==> src/rtl/cu_pkg.sv <==
// Shared decode-stage definitions for the RV32I control unit.
// Opcodes, ALU/branch/immediate codes and the EX control bundle.
package cu_pkg;

    localparam logic [6:0] OP_LOAD   = 7'b0000011;
    localparam logic [6:0] OP_STORE  = 7'b0100011;
    localparam logic [6:0] OP_R      = 7'b0110011;
    localparam logic [6:0] OP_I      = 7'b0010011;
    localparam logic [6:0] OP_BRANCH = 7'b1100011;
    localparam logic [6:0] OP_LUI    = 7'b0110111;
    localparam logic [6:0] OP_AUIPC  = 7'b0010111;
    localparam logic [6:0] OP_JAL    = 7'b1101111;
    localparam logic [6:0] OP_JALR   = 7'b1100111;

    localparam logic [4:0] ALU_ADD   = 5'd0;
    localparam logic [4:0] ALU_SUB   = 5'd1;
    localparam logic [4:0] ALU_XOR   = 5'd2;
    localparam logic [4:0] ALU_OR    = 5'd3;
    localparam logic [4:0] ALU_AND   = 5'd4;
    localparam logic [4:0] ALU_SLL   = 5'd5;
    localparam logic [4:0] ALU_SRL   = 5'd6;
    localparam logic [4:0] ALU_SRA   = 5'd7;
    localparam logic [4:0] ALU_SLT   = 5'd8;
    localparam logic [4:0] ALU_SLTU  = 5'd9;
    localparam logic [4:0] ALU_PASSB = 5'd15;

    localparam logic [2:0] BR_NONE = 3'd0;
    localparam logic [2:0] BR_BEQ  = 3'd1;
    localparam logic [2:0] BR_BNE  = 3'd2;
    localparam logic [2:0] BR_BLT  = 3'd3;
    localparam logic [2:0] BR_BGE  = 3'd4;
    localparam logic [2:0] BR_BLTU = 3'd5;
    localparam logic [2:0] BR_BGEU = 3'd6;

    localparam logic [2:0] IMM_I = 3'b000;
    localparam logic [2:0] IMM_S = 3'b001;
    localparam logic [2:0] IMM_B = 3'b010;
    localparam logic [2:0] IMM_J = 3'b011;
    localparam logic [2:0] IMM_U = 3'b100;

    localparam logic [1:0] RES_ALU = 2'b00;
    localparam logic [1:0] RES_MEM = 2'b01;
    localparam logic [1:0] RES_PC4 = 2'b10;

    typedef struct packed {
        logic       reg_write;
        logic       alu_src;
        logic       alu_src_a;
        logic       mem_write;
        logic       jump;
        logic       pc_target_src;
        logic [1:0] result_src;
        logic [2:0] branch;
        logic [4:0] alu_control;
        logic [4:0] rd;
    } ctrl_bundle_t;

    // Integer ALU op from funct3; alt selects SUB/SRA variants
    function automatic logic [4:0] alu_from_f3(
        input logic [2:0] f3,
        input logic       alt
    );
        logic [4:0] r;
        r = ALU_ADD;
        case (f3)
            3'b000:  r = alt ? ALU_SUB : ALU_ADD;
            3'b001:  r = ALU_SLL;
            3'b010:  r = ALU_SLT;
            3'b011:  r = ALU_SLTU;
            3'b100:  r = ALU_XOR;
            3'b101:  r = alt ? ALU_SRA : ALU_SRL;
            3'b110:  r = ALU_OR;
            default: r = ALU_AND;
        endcase
        return r;
    endfunction

endpackage

==> src/rtl/cu_decode.sv <==
// Combinational RV32I instruction decoder producing the EX control bundle.
// RV32M decode is enabled by defining CU_M_EXT_EN.
module cu_decode
    import cu_pkg::*;
(
    input  logic [31:0]  instr_i,
    output ctrl_bundle_t ctrl_o,
    output logic [2:0]   imm_src_o,
    output logic [4:0]   rs1_o,
    output logic [4:0]   rs2_o,
    output logic         illegal_o,
    output logic         uses_rs1_o,
    output logic         uses_rs2_o
);

    logic [6:0] op;
    logic [2:0] f3;
    logic [6:0] f7;
    logic       f7_ok;

    assign op    = instr_i[6:0];
    assign f3    = instr_i[14:12];
    assign f7    = instr_i[31:25];
    assign rs1_o = instr_i[19:15];
    assign rs2_o = instr_i[24:20];

    // funct7 is either zero, or the alt encoding on ADD/SUB and SRL/SRA
    assign f7_ok = (f7 == 7'b0000000)
                 | ((f7 == 7'b0100000) & ((f3 == 3'b000) | (f3 == 3'b101)));

    assign uses_rs1_o = ~((op == OP_LUI) | (op == OP_AUIPC) | (op == OP_JAL));
    assign uses_rs2_o = (op == OP_R) | (op == OP_STORE) | (op == OP_BRANCH);

    // Opcode decode; an illegal result wipes every control to zero
    always_comb begin
        ctrl_o    = '0;
        imm_src_o = IMM_I;
        illegal_o = 1'b0;
        ctrl_o.rd = instr_i[11:7];
        case (op)
            OP_LOAD: begin
                ctrl_o.reg_write   = 1'b1;
                ctrl_o.alu_src     = 1'b1;
                ctrl_o.result_src  = RES_MEM;
                ctrl_o.alu_control = ALU_ADD;
                imm_src_o          = IMM_I;
            end
            OP_STORE: begin
                ctrl_o.alu_src     = 1'b1;
                ctrl_o.mem_write   = 1'b1;
                ctrl_o.alu_control = ALU_ADD;
                imm_src_o          = IMM_S;
            end
            OP_R: begin
                ctrl_o.reg_write = 1'b1;
                if (f7 == 7'b0000001) begin
`ifdef CU_M_EXT_EN
                    ctrl_o.alu_control = {2'b10, f3};
`else
                    illegal_o = 1'b1;
`endif
                end else if (!f7_ok) begin
                    illegal_o = 1'b1;
                end else begin
                    ctrl_o.alu_control = alu_from_f3(f3, instr_i[30]);
                end
            end
            OP_I: begin
                ctrl_o.reg_write = 1'b1;
                ctrl_o.alu_src   = 1'b1;
                imm_src_o        = IMM_I;
                if (((f3 == 3'b001) | (f3 == 3'b101)) & !f7_ok)
                    illegal_o = 1'b1;
                ctrl_o.alu_control =
                    alu_from_f3(f3, instr_i[30] & (f3 == 3'b101));
            end
            OP_BRANCH: begin
                ctrl_o.alu_control = ALU_SUB;
                imm_src_o          = IMM_B;
                case (f3)
                    3'b000:  ctrl_o.branch = BR_BEQ;
                    3'b001:  ctrl_o.branch = BR_BNE;
                    3'b100:  ctrl_o.branch = BR_BLT;
                    3'b101:  ctrl_o.branch = BR_BGE;
                    3'b110:  ctrl_o.branch = BR_BLTU;
                    3'b111:  ctrl_o.branch = BR_BGEU;
                    default: illegal_o = 1'b1;
                endcase
            end
            OP_LUI: begin
                ctrl_o.reg_write   = 1'b1;
                ctrl_o.alu_src     = 1'b1;
                ctrl_o.alu_control = ALU_PASSB;
                imm_src_o          = IMM_U;
            end
            OP_AUIPC: begin
                ctrl_o.reg_write   = 1'b1;
                ctrl_o.alu_src     = 1'b1;
                ctrl_o.alu_src_a   = 1'b1;
                ctrl_o.alu_control = ALU_ADD;
                imm_src_o          = IMM_U;
            end
            OP_JAL: begin
                ctrl_o.reg_write  = 1'b1;
                ctrl_o.jump       = 1'b1;
                ctrl_o.result_src = RES_PC4;
                imm_src_o         = IMM_J;
            end
            OP_JALR: begin
                ctrl_o.reg_write     = 1'b1;
                ctrl_o.alu_src       = 1'b1;
                ctrl_o.jump          = 1'b1;
                ctrl_o.pc_target_src = 1'b1;
                ctrl_o.result_src    = RES_PC4;
                ctrl_o.alu_control   = ALU_ADD;
                imm_src_o            = IMM_I;
            end
            default: illegal_o = 1'b1;
        endcase
        if (illegal_o)
            ctrl_o = '0;
    end

endmodule

==> src/rtl/pipelined_control_unit.sv <==
// Decode-stage controller: decoder, ID/EX control register, load-use
// hazard and saturating illegal counter. Optional macro: CU_M_EXT_EN.
module pipelined_control_unit
    import cu_pkg::*;
#(
    parameter int ALUCTRL_W = 5,
    parameter int BR_W      = 3,
    parameter int CNT_W     = 8
) (
    input  logic                 clk,
    input  logic                 rst,
    input  logic [31:0]          instr_d,
    input  logic                 instr_valid_d,
    input  logic                 stall_i,
    input  logic                 flush_i,
    output logic [2:0]           imm_src_d,
    output logic                 load_use_stall_o,
    output logic                 valid_e,
    output logic                 illegal_e,
    output logic                 reg_write_e,
    output logic                 alu_src_e,
    output logic                 alu_src_a_e,
    output logic                 mem_write_e,
    output logic                 jump_e,
    output logic                 pc_target_src_e,
    output logic [1:0]           result_src_e,
    output logic [BR_W-1:0]      branch_e,
    output logic [ALUCTRL_W-1:0] alu_control_e,
    output logic [4:0]           rd_e,
    output logic [CNT_W-1:0]     illegal_cnt
);

    localparam logic [CNT_W-1:0] CNT_MAX = '1;

    ctrl_bundle_t     dec;
    logic [4:0]       rs1;
    logic [4:0]       rs2;
    logic             dec_illegal;
    logic             uses_rs1;
    logic             uses_rs2;

    ctrl_bundle_t     ex_q, ex_d;
    logic             valid_q, valid_d;
    logic             illegal_q, illegal_d;
    logic [CNT_W-1:0] cnt_q, cnt_d;
    logic             hazard;

    cu_decode u_dec (
        .instr_i    (instr_d),
        .ctrl_o     (dec),
        .imm_src_o  (imm_src_d),
        .rs1_o      (rs1),
        .rs2_o      (rs2),
        .illegal_o  (dec_illegal),
        .uses_rs1_o (uses_rs1),
        .uses_rs2_o (uses_rs2)
    );

    // Load in EX whose destination is read by the instruction in decode
    always_comb begin
        hazard = valid_q
               & (ex_q.result_src == RES_MEM)
               & ex_q.reg_write
               & (ex_q.rd != 5'd0)
               & instr_valid_d
               & ((uses_rs1 & (rs1 == ex_q.rd))
                | (uses_rs2 & (rs2 == ex_q.rd)));
    end

    assign load_use_stall_o = hazard;

    // Next EX contents: flush > stall > hazard bubble > load
    always_comb begin
        ex_d      = ex_q;
        valid_d   = valid_q;
        illegal_d = illegal_q;
        cnt_d     = cnt_q;
        if (flush_i) begin
            ex_d      = '0;
            valid_d   = 1'b0;
            illegal_d = 1'b0;
        end else if (stall_i) begin
            ex_d      = ex_q;
        end else if (hazard || !instr_valid_d) begin
            ex_d      = '0;
            valid_d   = 1'b0;
            illegal_d = 1'b0;
        end else begin
            ex_d      = dec;
            valid_d   = 1'b1;
            illegal_d = dec_illegal;
            if (dec_illegal && (cnt_q != CNT_MAX))
                cnt_d = cnt_q + CNT_W'(1);
        end
    end

    // ID/EX control register and illegal counter
    always_ff @(posedge clk or posedge rst) begin
        if (rst) begin
            ex_q      <= '0;
            valid_q   <= 1'b0;
            illegal_q <= 1'b0;
            cnt_q     <= '0;
        end else begin
            ex_q      <= ex_d;
            valid_q   <= valid_d;
            illegal_q <= illegal_d;
            cnt_q     <= cnt_d;
        end
    end

    assign valid_e         = valid_q;
    assign illegal_e       = illegal_q;
    assign reg_write_e     = ex_q.reg_write;
    assign alu_src_e       = ex_q.alu_src;
    assign alu_src_a_e     = ex_q.alu_src_a;
    assign mem_write_e     = ex_q.mem_write;
    assign jump_e          = ex_q.jump;
    assign pc_target_src_e = ex_q.pc_target_src;
    assign result_src_e    = ex_q.result_src;
    assign branch_e        = BR_W'(ex_q.branch);
    assign alu_control_e   = ALUCTRL_W'(ex_q.alu_control);
    assign rd_e            = ex_q.rd;
    assign illegal_cnt     = cnt_q;

endmodule
==> config.mk <==
export PLATFORM = sky130hd
export DESIGN_NAME = pipelined_control_unit
export DESIGN_NICKNAME = d
export VERILOG_FILES = /design/src/rtl/cu_pkg.sv /design/src/rtl/cu_decode.sv /design/src/rtl/pipelined_control_unit.sv
export SDC_FILE = /design/constraint.sdc
export NUM_CORES = 1
export LEC_CHECK = 0
export CAP_MARGIN = 20
export CORE_MARGIN = 2
export CORE_UTILIZATION = 35
export DETAILED_ROUTE_END_ITERATION = 8
export GPL_TIMING_DRIVEN = 1
export PLACE_DENSITY = 0.65
export SYNTH_ARGS = -nofsm -noshare
export SYNTH_HDL_FRONTEND = slang
export SYNTH_SLANG_ARGS = --single-unit
==> constraint.sdc <==
create_clock -name clk -period 2.4 [get_ports clk]
set_input_delay 0.72 -clock clk [delete_from_list [all_inputs] [get_ports clk]]
set_output_delay 0.72 -clock clk [all_outputs]
set_load 0.02 [all_outputs]
==> reports/metrics.csv <==
stage,metric,value,unit
synth,number of synthesized flops with an enable pin,0,
place,DP Cell Count,362,
synth,post-synthesis cell type count,48,
synth,area share of xor/xnor cells in the synthesized design,8.25,%
cts,CTS buffer count,5,
drt,Remaining DRCs,0,
timing,minimum clock period,2480,ps
global_routing,GR Overflow Total,0,
synth,"Async S/R FF share, synth",100,%
synth,largest family of logic cells by synthesized area,simple AND/OR/NAND/NOR gates,
place,GPL Wtd Cong,0.842,
drt,Via Count,1863,
place,IO buf count,70,
global_routing,first-pass GRT wire length,9.03,mm
run_status,run status,"complete, but fails checks",
critical_path,R2R Setup Slk,110,ps
cts,"Clk Latency, worst-skew pair",270,ps
cts,CTS root buffer,clkbuf_8,
pwr,VDD IR max,0.000249,V
synth,yosys warns,0,
critical_path,Arrival @ worst endpoint,1760,ps
drt,Routed Antenna Nets,0,
floorplan,core footprint,5170,um^2
critical_path,"slowest stage cell, crit path",nor3_2,
floorplan,die width,77.9,um
cts,Post-CTS Hold Buffers,0,
place,dpl ws,-933,ps
floorplan,die area,6070,um^2
critical_path,Worst Setup End Kind,output pin,
critical_path,crit start category,input pin,
place,DP Area,2960,um^2
synth,Yosys reg bits,30,
global_routing,vias in the first global route,1934,
pwr,sequential share of power,42.6,%
drt,WL final,5.45,mm
drt,1st-iter DRT viols,53,
critical_path,crit path cell chain,clkdlybuf4s15_1 > xor2_1 > nor3_2 > nand4b_4 > a21oi_4 > buf_6,
pwr,P_int,965,uW
timing,Final Setup Violations,2,
layout,fin area,3230,um^2
min_path,Worst Hold Class,reg2reg,
layout,P&R area growth vs syn,69.3,%
timing,Final period util,103,%
pwr,PD cells,427,nW/um^2
layout,ant diodes,0,
layout,layout cells sized above 1,38.3,%
floorplan,# IOs,72,
synth,"Net Count, Synth",227,
drt,first drt pass iteration count,4,
critical_path,Crit Path Class,in2out,
pwr,Logic pwr share,30.3,%
cts,CTS tree,yes,
synth,Synth Area in Adders,0.655,%
timing,Setup Skew,5.08,ps
global_routing,largest net degree at the start of global routing,31,
synth,simple-gate portion of the synthesized area,24.4,%
critical_path,crit-path max cell delay,250,ps
timing,final hold vios,0,
drt,drt via density,4.93,
pwr,switching share of power,30.1,%
synth,Synth Area in Compound Gates,19.3,%
synth,Mapped Cells,189,
synth,Mapped Area,1910,um^2
pwr,clock share of power,27.0,%
pwr,Psw,416,uW
synth,sequential-to-total area share from yosys stat,39.3,%
run_status,violations in the final reports,setup timing,
floorplan,Initial Util,36.9,%
place,DP Wirelength,4.03,mm
cts,CTS Sinks,30,
pwr,Leakage,0.00154,uW
timing,Final Slew Violations,0,
timing,Fin Setup TNS,-105,ps
drt,Routed WL per cell,14.4,um
critical_path,worst endpoint required time,1680,ps
cts,H-tree Lvls,2,
global_routing,antenna violations before repair,0,
timing,f_max,403,MHz
layout,Final Util,62.5,%
run,maxcap violations,0,
cts,CTS Buffer Depth,2,
cts,clock-pin slew on the worst setup and hold paths,60,ps
floorplan,Die H,77.9,um
synth,syn avg cell area,10.1,um^2
synth,mux cell area share after synthesis,2.16,%
layout,Final #Nets,346,
critical_path,crit-path max FO,2,
floorplan,Core Rows,26,
timing,Final WS setup,-81.6,ps
synth,dominant synthesized flop cell,dfrtp_1,
timing,RSZ-0062 raised after global routing,true,
global_routing,GRT Total Usage,18.8,%
layout,fin cells,378,
-- layout make-up --
| type | instances | area [um^2] |
|---|---|---|
| flip-flops and latches | 30 | 751 |
| clock buffers | 5 | 68.8 |
| well taps | 70 | 87.6 |
| clock inverters | 2 | 10.0 |
| fillers | 412 | 1940 |
| multi-input cells | 141 | 1170 |
| repair buffers | 125 | 1120 |
| inverters | 5 | 18.8 |
-- cell usage after synthesis (2+ instances only) --
library cell	count	area share, %
mux2_4	2	1.6
nand2_2	2	0.65
o21ai_1	5	1.3
inv_1	5	0.98
buf_2	4	1.0
xor2_1	13	6.0
and3_1	4	1.3
clkbuf_1	3	0.59
o21ai_0	6	1.6
a21oi_1	8	2.1
buf_4	2	0.79
nand4_1	2	0.65
dfrtp_1	30	39
buf_6	4	2.4
nor2_1	13	2.6
a22o_1	12	5.5
nand3_1	11	2.9
nand2_1	18	3.5
nor4_1	3	0.98
nand2b_1	5	1.6
and4b_2	2	1.2
a32o_1	5	2.6
xnor2_1	5	2.3
-- metal layers --
| layer | track usage, % | part of all wire, % | vias up | wire length (um) |
|---|---|---|---|---|
| li1 | - | - | 913 | - |
| met4 | 6.43 | 1.7 | 0 | 93 |
| met1 | 25.0 | 45 | 882 | 2440 |
| met2 | 30.6 | 48 | 59 | 2630 |
| met3 | 3.49 | 5.3 | 9 | 287 |
| met5 | 0 | 0 | - | 0 |
-- cell usage in the layout (no fill, tap or decap), drive strengths merged, types with 3 or more instances in the layout --
cell	n
mux2	3
nand3	11
dfrtp	30
clkbuf	9
a21oi	9
and3	4
nand2	20
dlygate4sd2	8
xor2	13
nor2	14
nor4	3
nand2b	6
a22o	12
xnor2	5
clkdlybuf4s15	4
a32o	5
buf	65
inv	5
clkdlybuf4s50	42
o21ai	11
-- stage by stage --
step           hold slack [ps]  total power, uW
3_3_place_gp               481              995
4_1_cts                    505             1380
6_report                   488             1380
5_1_grt                    516             1460
3_5_place_dp               492             1000
2_1_floorplan              595              794
-- state kept, by name (all words and copies together) (netlist names) --
name	count
alu_src_a_e	1
alu_src_e	1
alu_control_e	4
illegal_e	1
jump_e	1
pc_target_src_e	1
mem_write_e	1
rd_e	5
illegal_cnt	8
result_src_e	2
branch_e	3
valid_e	1
reg_write_e	1
-- worst paths after layout --
kind / startpoint / end / depth (start not counted)
setup / recovery: instr_d[19] / load_use_stall_o / 6
hold / removal: branch_e[1] / branch_e[1] / 2
max in group asynchronous: rst / branch_e[0] / 3
setup reg to reg: rd_e[3] / illegal_cnt[1] / 8
min in group asynchronous: rst / rd_e[4] / 3
hold reg to reg: branch_e[1] / branch_e[1] / 2
-- logic make-up (layout without fill, tap and decap cells) --
| kind of cell | count (synthesis) | count (layout) |
|---|---|---|
| other | 1 | 1 |
| multiplexers | 3 | 3 |
| flip-flops | 30 | 30 |
| XOR/XNOR | 18 | 18 |
| AND/OR/NAND/NOR | 74 | 74 |
| AO/OA/AOI/OAI | 44 | 44 |
| adder cells (fa/ha/maj) | 1 | 1 |
| buffers and inverters | 18 | 137 |
-- power by group through the flow --
stage                     clock network (uW)  logic, uW  registers (uW)
after global placement                     0        396             599
after global routing                     409        453             595
final                                    373        419             589
after CTS                                386        406             589
after floorplan                            0        155             639
after detailed placement                   0        402             599
-- timing repair --
| action | CTS | global route |
|---|---|---|
| gates resized for setup | 87 | 30 |
| buffers inserted | 5 | 6 |
| cloned | 0 | 0 |
| pin swaps | 24 | 14 |
| endpoints found under the setup margin | 33 | 29 |
-- worst max-delay path: cells and delay by family --
family / cells / cell delay, ps
AO/OA/AOI/OAI: 1 / 170
buffers and inverters: 2 / 320
XOR/XNOR: 1 / 170
AND/OR/NAND/NOR: 2 / 390
Power figures use the tool's default switching activity.
